===== config.mk =====
export PLATFORM = sky130hd
export DESIGN_NAME = sweep_freq_gen
export DESIGN_NICKNAME = d
export VERILOG_FILES = /design/src/rtl/sweep_pkg.sv /design/src/rtl/sync_edge_det.sv /design/src/rtl/sweep_freq_gen.sv
export SDC_FILE = /design/constraint.sdc
export NUM_CORES = 1
export LEC_CHECK = 0
export BUFFER_PORTS_ARGS = -buffer_cell sky130_fd_sc_hd__buf_2
export CORE_MARGIN = 4
export CORE_UTILIZATION = 41
export DETAILED_ROUTE_END_ITERATION = 12
export HOLD_SLACK_MARGIN = 0.15
export RECOVER_POWER = 100
export SYNTH_ARGS = -nofsm -noshare
export SYNTH_HDL_FRONTEND = slang
export SYNTH_HIERARCHICAL = 1
export SYNTH_SLANG_ARGS = --single-unit

===== constraint.sdc =====
create_clock -name clk_50m -period 5.8 [get_ports clk_50m]
set_input_delay 0.87 -clock clk_50m [delete_from_list [all_inputs] [get_ports clk_50m]]
set_output_delay 0.87 -clock clk_50m [all_outputs]
set_load 0.02 [all_outputs]

===== src/rtl/sweep_pkg.sv =====
// rtl/sweep_pkg.sv - state encoding and default sweep parameters
package sweep_pkg;

  typedef enum logic [1:0] {
    ST_IDLE = 2'd0,
    ST_HOLD = 2'd1,
    ST_CALC = 2'd2,
    ST_DONE = 2'd3
  } sweep_state_t;

  localparam int DEF_START_INDEX = 1;
  localparam int DEF_STEP        = 1;
  localparam int DEF_INDEX_MAX   = 2751;
  localparam int DEF_FTW_PER_BIN = 34360;

endpackage


===== src/rtl/sync_edge_det.sv =====
// rtl/sync_edge_det.sv - two-flop synchroniser with level and registered rising-edge outputs
module sync_edge_det (
  input  logic clk_50m,
  input  logic rst_n,
  input  logic async_in,
  output logic level,
  output logic rise
);

  logic sync1, sync2, sync3;

  always_ff @(posedge clk_50m or negedge rst_n) begin
    if (!rst_n) begin
      sync1 <= 1'b0;
      sync2 <= 1'b0;
      sync3 <= 1'b0;
      rise  <= 1'b0;
    end else begin
      sync1 <= async_in;
      sync2 <= sync1;
      sync3 <= sync2;
      rise  <= sync2 & ~sync3;
    end
  end

  assign level = sync2;

endmodule


===== src/rtl/sweep_freq_gen.sv =====
// rtl/sweep_freq_gen.sv - stepped FFT-bin sweep generator driving a DDS tuning word
module sweep_freq_gen
  import sweep_pkg::*;
#(
  parameter int START_INDEX = DEF_START_INDEX,
  parameter int STEP        = DEF_STEP,
  parameter int INDEX_MAX   = DEF_INDEX_MAX,
  parameter int FTW_PER_BIN = DEF_FTW_PER_BIN
) (
  input  logic        clk_50m,
  input  logic        rst_n,
  input  logic        learn_en,
  input  logic        next_freq,
  output logic [15:0] freq,
  output logic [31:0] ftw,
  output logic        ftw_valid,
  output logic        dds_en,
  output logic        sweep_done
);

  localparam logic [15:0] START_W = 16'(START_INDEX);
  localparam logic [15:0] STEP_W  = 16'(STEP);
  localparam logic [15:0] MAX_W   = 16'(INDEX_MAX);
  localparam logic [31:0] BIN_FTW = 32'(FTW_PER_BIN);

  sweep_state_t state, state_nxt;
  logic         learn_lvl, learn_rise;
  logic         next_lvl, next_rise;
  logic         unused_sync;
  logic         pending;
  logic         calc_last;
  logic         req;
  logic [16:0]  freq_sum;
  logic [15:0]  freq_step;
  logic [31:0]  prod_lo;
  logic [31:0]  prod;

  sync_edge_det u_learn_sync (
    .clk_50m  (clk_50m),
    .rst_n    (rst_n),
    .async_in (learn_en),
    .level    (learn_lvl),
    .rise     (learn_rise)
  );

  sync_edge_det u_next_sync (
    .clk_50m  (clk_50m),
    .rst_n    (rst_n),
    .async_in (next_freq),
    .level    (next_lvl),
    .rise     (next_rise)
  );

  assign unused_sync = learn_rise ^ next_lvl;

  assign req       = next_rise | pending;
  assign freq_sum  = {1'b0, freq} + {1'b0, STEP_W};
  assign freq_step = (freq == 16'd0)              ? START_W :
                     (freq_sum >= {1'b0, MAX_W})  ? MAX_W   : freq_sum[15:0];
  // Only the low 32 bits of the product matter: the tuning word wraps mod 2^32.
  assign prod_lo   = 32'(freq) * BIN_FTW;

  always_ff @(posedge clk_50m or negedge rst_n) begin
    if (!rst_n) state <= ST_IDLE;
    else        state <= state_nxt;
  end

  always_comb begin
    state_nxt = state;
    if (!learn_lvl) begin
      state_nxt = ST_IDLE;
    end else begin
      case (state)
        ST_IDLE: state_nxt = ST_HOLD;
        ST_HOLD: if (req) state_nxt = ST_CALC;
        ST_CALC: if (calc_last) state_nxt = (freq == MAX_W) ? ST_DONE : ST_HOLD;
        ST_DONE: state_nxt = ST_DONE;
        default: state_nxt = ST_IDLE;
      endcase
    end
  end

  always_ff @(posedge clk_50m or negedge rst_n) begin
    if (!rst_n) begin
      freq       <= '0;
      ftw        <= '0;
      ftw_valid  <= 1'b0;
      dds_en     <= 1'b0;
      sweep_done <= 1'b0;
      pending    <= 1'b0;
      calc_last  <= 1'b0;
      prod       <= '0;
    end else begin
      ftw_valid <= 1'b0;
      // Dropping learn_en wins over everything, including a CALC about to publish.
      if (!learn_lvl || state == ST_IDLE) begin
        freq       <= '0;
        ftw        <= '0;
        dds_en     <= 1'b0;
        sweep_done <= 1'b0;
        pending    <= 1'b0;
        calc_last  <= 1'b0;
        prod       <= '0;
      end else begin
        case (state)
          ST_HOLD: begin
            if (req) begin
              freq      <= freq_step;
              pending   <= 1'b0;
              calc_last <= 1'b0;
            end
          end
          ST_CALC: begin
            if (next_rise) pending <= 1'b1;
            if (!calc_last) begin
              prod      <= prod_lo;
              calc_last <= 1'b1;
            end else begin
              ftw       <= prod;
              ftw_valid <= 1'b1;
              calc_last <= 1'b0;
              if (freq == MAX_W) begin
                dds_en     <= 1'b0;
                sweep_done <= 1'b1;
              end else begin
                dds_en <= 1'b1;
              end
            end
          end
          ST_DONE: begin
            dds_en     <= 1'b0;
            sweep_done <= 1'b1;
          end
          default: ;
        endcase
      end
    end
  end

endmodule


# [Word-level counts from Yosys, hierarchy flattened]
# Cells that the tools add are included.
[totals] mem_count=0 output_inout_bits=51 latch_bits=0 ff_bits=93 elab_cells=84 ram_bits=0 mem_bits_ro=0 input_bits=4
[classes] n_mux=34 add_sub_neg=1 reduce_logical=18 n_lt_le_gt_ge=1 shifts=0 n_bitwise=3 div=0 n_mul=1 eq_ne=11
[ops] cell="$mux W32" count=6
[ops] cell="$mux W16" count=5
[ops] cell="$mul A16 B13 Y29 const B" count=1
[ops] cell="$add A16 B1 Y17 const B" count=1
[ops] cell="$ge A17 B12 Y1 const B" count=1
[ops] cell="$eq A16 B12 Y1 const B" count=1
[ops] cell="$logic_not A16 Y1" count=1
[ops] cell="$ne A3 B3 Y1 const B" count=5
[ops] cell="$mux W1" count=14
[ops] cell="$reduce_and A2 Y1" count=6
[ops] cell="$mux W2" count=4
[ops] cell="$pmux W1 S2" count=4
[ops] cell="$pmux W2 S4" count=1
[ops] cell="$reduce_bool A2 Y1" count=4
[ops] cell="$reduce_and A3 Y1" count=2
[ops] cell="$reduce_bool A3 Y1" count=2
[ops] cell="$eq A2 B2 Y1 const B" count=2
[ops] cell="$ne A3 B2 Y1 const B" count=1
[ops] cell="$eq A2 B1 Y1 const B" count=1
[ops] cell="$logic_not A2 Y1" count=1
[ops] cell="$ne A2 B1 Y1 const B" count=1
[ops] cell="$and A1 B1 Y1" count=1
[ops] cell="$logic_not A1 Y1" count=1
[ops] cell="$logic_or A1 B1 Y1" count=1
[ops] cell="2 further kinds" count=2

# [Logic depth before layout (Yosys ltp)]
# Gate-level depths: netlist of the first run.
[logic_depth] ltp_word=7 depth_mapped=18

# [Cells and area by module]
# The synthesis of the first run kept the hierarchy.
[by_module_without_submodules] mod="sweep_freq_gen" area_each_um2=6925.4 n_inst=1 cells_per_inst=687
[by_module_without_submodules] mod="sync_edge_det" area_each_um2=113.9 n_inst=2 cells_per_inst=5

# [Worst setup path before layout of the first run]
# Ideal clock, no wire load.
[synth_path] kind="reg-to-reg" start="register freq[8]" end="register prod[26]" t_arrival_ns=4.793 path_stages_with_launch=18 path_buffers=0 required_time_ns=5.679 period_less_slack_ns=4.913 setup_time_ns=0.121 setup_slack_ns=0.887 path_cell_list="dfrtp_1 > inv_1 > ha_1 > fa_1 > ha_1 > fa_1 > inv_1 > fa_1 > inv_1 > ha_1 > a211oi_1 > nor2_1 > or3_1 > o21ai_1 > nor3_1 > or2_2 > xnor2_1 > a22o_1"
[synth_via] elab_chain_len=4
[synth_rtl] element="start: declaration" line="sweep_freq_gen.sv:14" text="output logic [15:0] freq,"
[synth_rtl] element="start signal: assignment" line="sweep_freq_gen.sv:108" text="freq <= freq_step;"
[synth_rtl] element="$mul A16 B13 Y29" line="sweep_freq_gen.sv:61" text="assign prod_lo = 32'(freq) * BIN_FTW;"
[synth_rtl] element="$mux W32" line="sweep_freq_gen.sv:115" text="if (!calc_last) begin"
[synth_rtl] element="$mux W32" line="sweep_freq_gen.sv:105" text="case (state)"
[synth_rtl] element="$mux W32" line="sweep_freq_gen.sv:96" text="if (!learn_lvl || state == ST_IDLE) begin"
[synth_rtl] element="end signal: assignment" line="sweep_freq_gen.sv:116" text="prod <= prod_lo;"
[synth_rtl] element="end: declaration" line="sweep_freq_gen.sv:36" text="logic [31:0] prod;"
# Every way passes these cells. The select of a mux whose other input is x is not followed.
# A chain may end at the register's enable or synchronous reset.

# [Worst setup path in the final report of the first run]
[layout_path] start="register freq[8]" end="register prod[30]"
# The elaborated chain is that of the path after synthesis.

==> results.sh, run 1 <==
export IMPL_critPathKind="reg -> reg"
export IMPL_violations="capacitance limit, slew limit"
export IMPL_hold_violations=0
export IMPL_fin_skew_ns=0.01027
export IMPL_core_sq_mm=0.01676
export IMPL_maxCapViolCount=1
export IMPL_vias=5058
export IMPL_netlist_area_sq_mm=0.007089
export IMPL_period_needed_ns=5.427
export IMPL_insertion_delay_ns=0.35
export IMPL_finalMaxSlewViolations=67
export IMPL_wl_um=15910
export IMPL_path_max_fanout=11
export IMPL_area_growth_pct=9.178
export IMPL_grt_overflow=0
export IMPL_die_area_sq_mm=0.01946
export IMPL_worst_ir_drop_vdd_mv=0.1366
export IMPL_hpwl_um=12350
export IMPL_holdPathStages=0
export IMPL_antenna_cells=0
export IMPL_clock_root_buffer="clkbuf_16"
export IMPL_ff2ff_path_depth=17
export IMPL_grt_pass1_vias=5376
export IMPL_worst_setup_path_end_kind="register"
export IMPL_drc=0
export IMPL_fmax_mhz=184.3
export IMPL_syn_inst=694
export IMPL_place_congestion=0.8504
export IMPL_rsz0062_at_grt="false"
export IMPL_first_pass_iters=4
export IMPL_wl_per_cell_um=16.50
export IMPL_final_nets=892
export IMPL_portBuffers=51
export IMPL_rrSetupSlack_ns=0.37
export IMPL_cts_setup_buffers=0
export IMPL_rows=47
export IMPL_ys_warn_count=6
export IMPL_syn_mean_instance_area_sq_um=10.22
export IMPL_fin_ws_ns=0.3734
export IMPL_clockBufferDepth=2
export IMPL_cts_tree="built"
export IMPL_cts_hold_fix_buffers=0
export IMPL_cp_arrival_ns=5.66
export IMPL_seq_area_sq_mm=0.002177
export IMPL_r2r_end="prod[30]"
export IMPL_start_util_pct=42.30
export IMPL_finalCritPeriodShare_pct=93.56
export IMPL_tightest_slew_ns=1.539
export IMPL_p_leak_nw=4.120
export IMPL_n_fill_cell=1598
export IMPL_drt_iter0_drc=278
export IMPL_min_from="u_learn_sync/sync1"
export IMPL_path_clk_slew_ns=0.07
export IMPL_grt_usage_pct=17.10
export IMPL_holdPathEnd="u_learn_sync/level"
export IMPL_hold_path_class="reg -> reg"
export IMPL_timing_rr_start="freq[8]"
export IMPL_die_width_um=139.5
export IMPL_cts_resized=0
export IMPL_antenna_found_initial=0
export IMPL_postLayoutCoreUtil_pct=46.18
export IMPL_cts_made_buffers=9
export IMPL_cts_sinks=87
export IMPL_postRouteAntennaNets=0
export IMPL_setup_viol=0
export IMPL_cts_htree_levels=3
export IMPL_start_kind="register"
export IMPL_grt_pass1_wl_um=27400
export IMPL_vias_per_cell=5.247
export IMPL_finalSetupTns_ns=0
export IMPL_status="complete, but fails checks"
export IMPL_multi_input_area_sq_mm=0.004338
export IMPL_die_h_um=139.5
export IMPL_totalPowerFinal_mw=1.228
export IMPL_grt_max_degree=67
export IMPL_drive_gt1_share_pct=4.973
export IMPL_io_pins=55
export IMPL_slew_headroom_pct=-2.606
export IMPL_power_density_mw_per_mm2=158.7
export IMPL_dp_slack_ns=0.5176
export IMPL_worst_endpoint_required_ns=6.03
## flip-flops by register name (all words and copies together), names as in the netlist
signal / flops
u_next_sync/sync1: 1
dds_en: 1
u_next_sync/sync3: 1
sweep_done: 1
u_learn_sync/level: 1
state: 2
u_next_sync/rise: 1
u_next_sync/level: 1
ftw_valid: 1
pending: 1
freq: 16
calc_last: 1
prod: 29
u_learn_sync/sync1: 1
ftw: 29
## layout make-up
type	count	share of cell area, %
Clock inverter	6	0.5981
Sequential cell	87	28.13
Multi-Input combinational cell	472	56.05
Timing Repair Buffer	60	3.298
Clock buffer	10	3.088
Tap cell	220	3.556
Inverter	109	5.286
## how the worst max path moves through the flow
stage / start / endpoint / slack, ns / depth (start not counted)
CTS: freq[8] / prod[29] / 0.48 / 17
global route: freq[8] / prod[29] / 0.03 / 17
floorplan: freq[8] / prod[26] / 0.89 / 17
global placement: freq[8] / prod[29] / 0.65 / 17
finish: freq[8] / prod[30] / 0.37 / 17
detailed placement: freq[8] / prod[29] / 0.52 / 17
## per-layer routing
metal | vias up | global-route usage, % | part of all wire (%)
met5 | - | 0 | 0
met4 | 0 | 4.428 | 0.99
met3 | 10 | 2.916 | 4.1
met2 | 92 | 27.25 | 46
li1 | 2491 | - | -
met1 | 2465 | 24.31 | 49
## where the power goes
group / switching [mW] / internal [mW] / total, mW
Sequential: 0.0115 / 0.611 / 0.622
Combinational: 0.0402 / 0.0127 / 0.0529
Clock: 0.250 / 0.303 / 0.553
Total: 0.301 / 0.927 / 1.23
## per-stage QoR
stage	std cells	instance area [sq um]	hold slack, ns
3_3_place_gp	948	7579	0.3330
5_1_grt	964	7740	0.3556
2_1_floorplan	696	7097	0.3312
4_1_cts	964	7864	0.3497
6_report	964	7740	0.3478
3_5_place_dp	948	7579	0.3347
## worst max-delay path, stage by stage (launching register included)
cell and delay, ns:
dfrtp_1 0.65, inv_1 0.18, ha_1 0.35, fa_1 0.46, ha_1 0.32, fa_1 0.48
inv_1 0.05, fa_1 0.53, inv_1 0.04, ha_1 0.37, a211oi_1 0.28, nor2_1 0.13
or3_1 0.36, o21ai_0 0.36, o21ai_0 0.20, a41oi_1 0.27, xnor2_1 0.09, a22o_1 0.19
## placed cells by master, fill, tap and decap left out, types with 21 or more instances in the layout
cell type,n
inv_1,109
ha_1,105
dfrtp_1,87
a22o_1,56
clkbuf_1,48
fa_1,44
a21oi_1,32
o21ai_0,31
nor2_1,24
nand2_1,23
xnor2_1,21
Note: power is estimated with default switching activity, not from simulation.
==> run 2: changes to the inputs <==
--- a/config.mk
+++ b/config.mk
@@ -13,5 +13,4 @@
 export RECOVER_POWER = 100
 export SYNTH_ARGS = -nofsm -noshare
 export SYNTH_HDL_FRONTEND = slang
-export SYNTH_HIERARCHICAL = 1
 export SYNTH_SLANG_ARGS = --single-unit
==> results.sh, run 2 <==
export IMPL_die_width_um=138.6
export IMPL_grtUsageMet3_pct=3.276
export IMPL_insertion_delay_ns=0.35
export IMPL_hold_violations=0
export IMPL_start_util_pct=42.03
export IMPL_yosysTopAreaCell="dfrtp_1"
export IMPL_wl_um=15410
export IMPL_vias_per_cell=5.396
export IMPL_p_comb_share_pct=4.5
export IMPL_antenna_found_initial=0
export IMPL_met1_usage_pct=22.29
export IMPL_die_h_um=138.6
export IMPL_totalPowerFinal_mw=1.225
export IMPL_io_pins=55
export IMPL_finalMaxSlewViolations=88
export IMPL_cp_arrival_ns=5.62
export IMPL_final_common_cell="inv_1"
export IMPL_synth_edf_count=0
export IMPL_first_pass_iters=5
export IMPL_power_switching_uw=306.3
export IMPL_rsz0062_at_grt="false"
export IMPL_ys_warn_count=0
export IMPL_switching_share_pct=25.02
export IMPL_pwr_share_seq_pct=50.5
export IMPL_n_fill_cell=1637
export IMPL_cts_setup_buffers=0
export IMPL_start_kind="register"
export IMPL_core_sq_mm=0.01664
export IMPL_cellInternalPower_uw=918.2
export IMPL_violations="capacitance limit, slew limit"
export IMPL_path_clk_slew_ns=0.07
export IMPL_rows=47
export IMPL_synth_seq_cells=87
export IMPL_grt_usage_pct=16.46
export IMPL_grtUsageMet2_pct=27.16
export IMPL_synth_common_cells="108 x inv_1, 105 x ha_1, 87 x dfrtp_1, 44 x fa_1, 43 x nand2_1"
export IMPL_final_nets=905
export IMPL_worst_ir_drop_vdd_mv=0.1282
export IMPL_finalCritPeriodShare_pct=93.24
export IMPL_drt_iter0_drc=233
export IMPL_finalSetupTns_ns=0
export IMPL_worst_endpoint_required_ns=6.01
export IMPL_setup_viol=0
export IMPL_vias=5272
export IMPL_synth_area_leaders="dfrtp_1 31%, ha_1 19%, fa_1 13%"
export IMPL_yosysSeqAreaShare_pct=31.12
export IMPL_hpwl_um=11990
export IMPL_power_share_clock_pct=45.0
export IMPL_maxCapViolCount=1
export IMPL_synth_top_area_share_pct=31.12
export IMPL_hold_path_class="reg -> reg"
export IMPL_antenna_cells=0
export IMPL_power_density_mw_per_mm2=159.8
export IMPL_clock_root_buffer="clkbuf_16"
export IMPL_worst_setup_path_end_kind="register"
export IMPL_clockBufferDepth=2
export IMPL_area_growth_pct=9.533
export IMPL_dp_slack_ns=0.5402
export IMPL_critPathKind="reg -> reg"
export IMPL_p_leak_nw=4.043
export IMPL_tightest_slew_ns=2.121
export IMPL_busiest_layer="met2"
export IMPL_grt_overflow=0
export IMPL_portBuffers=51
export IMPL_synth_distinct_cells=52
export IMPL_syn_inst=706
export IMPL_reg_top3="ftw x29, prod x29, freq x16"
export IMPL_cts_made_buffers=9
export IMPL_cts_hold_fix_buffers=0
export IMPL_slew_headroom_pct=-41.42
export IMPL_drc=0
export IMPL_cts_sinks=87
export IMPL_fin_ws_ns=0.3920
export IMPL_cts_tree="built"
export IMPL_holdWs_ns=0.3571
export IMPL_grt_pass1_vias=5354
export IMPL_drive_gt1_share_pct=4.359
export IMPL_postRouteAntennaNets=0
export IMPL_fmax_mhz=184.9
export IMPL_cts_resized=0
export IMPL_period_needed_ns=5.408
export IMPL_synthFlopType="dfrtp_1"
export IMPL_status="complete, but fails checks"
export IMPL_wl_per_cell_um=15.77
export IMPL_async_flop_share_pct=100.0
export IMPL_cts_htree_levels=3
export IMPL_path_max_fanout=10
export IMPL_syn_mean_instance_area_sq_um=9.909
export IMPL_die_area_sq_mm=0.01922
export IMPL_grt_pass1_wl_um=26400
export IMPL_grt_max_degree=88
export IMPL_final_cell_mix="108 x inv_1, 105 x ha_1, 87 x dfrtp_1, 49 x clkbuf_1, 44 x fa_1"
export IMPL_synth_most_common_cell="inv_1"
export IMPL_fin_skew_ns=0.006562
export IMPL_place_congestion=0.9044
export IMPL_netlist_area_sq_mm=0.006995
export IMPL_postLayoutCoreUtil_pct=46.04
## run 2: stage by stage
stage / instance area, sq um / std cells
2_1_floorplan: 7003 / 708
3_3_place_gp: 7475 / 961
3_5_place_dp: 7475 / 961
4_1_cts: 7756 / 977
5_1_grt: 7662 / 977
6_report: 7662 / 977
## run 2: cell families after synthesis
logic type,Yosys count,synth area share [%]
simple gates,121,7.780
other cells,1,0.05361
mux,7,1.002
buf+inv,131,7.226
flops,87,31.12
xor+xnor,28,3.506
fa+ha+maj,149,31.37
compound gates,182,17.94
## run 2: power groups by stage
| stage | Combinational [mW] | Clock (mW) | Sequential, mW |
|---|---|---|---|
| 3_5_place_dp | 0.0566 | 0 | 0.630 |
| 2_1_floorplan | 0.0372 | 0 | 0.626 |
| 3_3_place_gp | 0.0553 | 0 | 0.630 |
| 4_1_cts | 0.0570 | 0.575 | 0.618 |
| 6_report | 0.0546 | 0.551 | 0.618 |
| 5_1_grt | 0.0636 | 0.601 | 0.619 |
## run 2: path summary, 6_finish.rpt
path,from,end,slack [ns],depth (start not counted)
min,u_learn_sync.sync1,u_learn_sync.level,0.36,0
max in group asynchronous,rst_n,freq[10],3.43,1
min in group asynchronous,rst_n,ftw[12],1.13,1
max,freq[9],prod[28],0.39,18
min reg2reg,u_learn_sync.sync1,u_learn_sync.level,0.36,0
max reg2reg,freq[9],prod[28],0.39,18
## run 2: layer usage
metal | part of all wire [%] | routed length [um]
met1 | 46 | 7099
met2 | 48 | 7449
met3 | 4.4 | 674
met4 | 1.2 | 186
met5 | 0 | 0
## run 2: critical path, cell delays in order (launching register included)
cell and delay (ns):
dfrtp_1 0.65, inv_1 0.17, ha_1 0.34, fa_1 0.46, ha_1 0.33, fa_1 0.48, inv_1 0.05, fa_1 0.53
inv_1 0.04, ha_1 0.36, a21o_1 0.24, a211oi_1 0.22, o21ai_1 0.11, a31oi_1 0.39, o21ai_1 0.16, and2_1 0.19
o41ai_2 0.26, xor2_1 0.19, o21ai_1 0.08
## run 2: layout make-up
type                    instances  area (sq um)  area share (%)
well taps                     220         275.3           3.592
repair buffers                 55         219.0           2.858
multi-input cells             490          4300           56.12
flip-flops and latches         87          2177           28.41
inverters                     109         409.1           5.340
clock buffers                   9         225.2           2.939
clock inverters                 7         56.30          0.7348
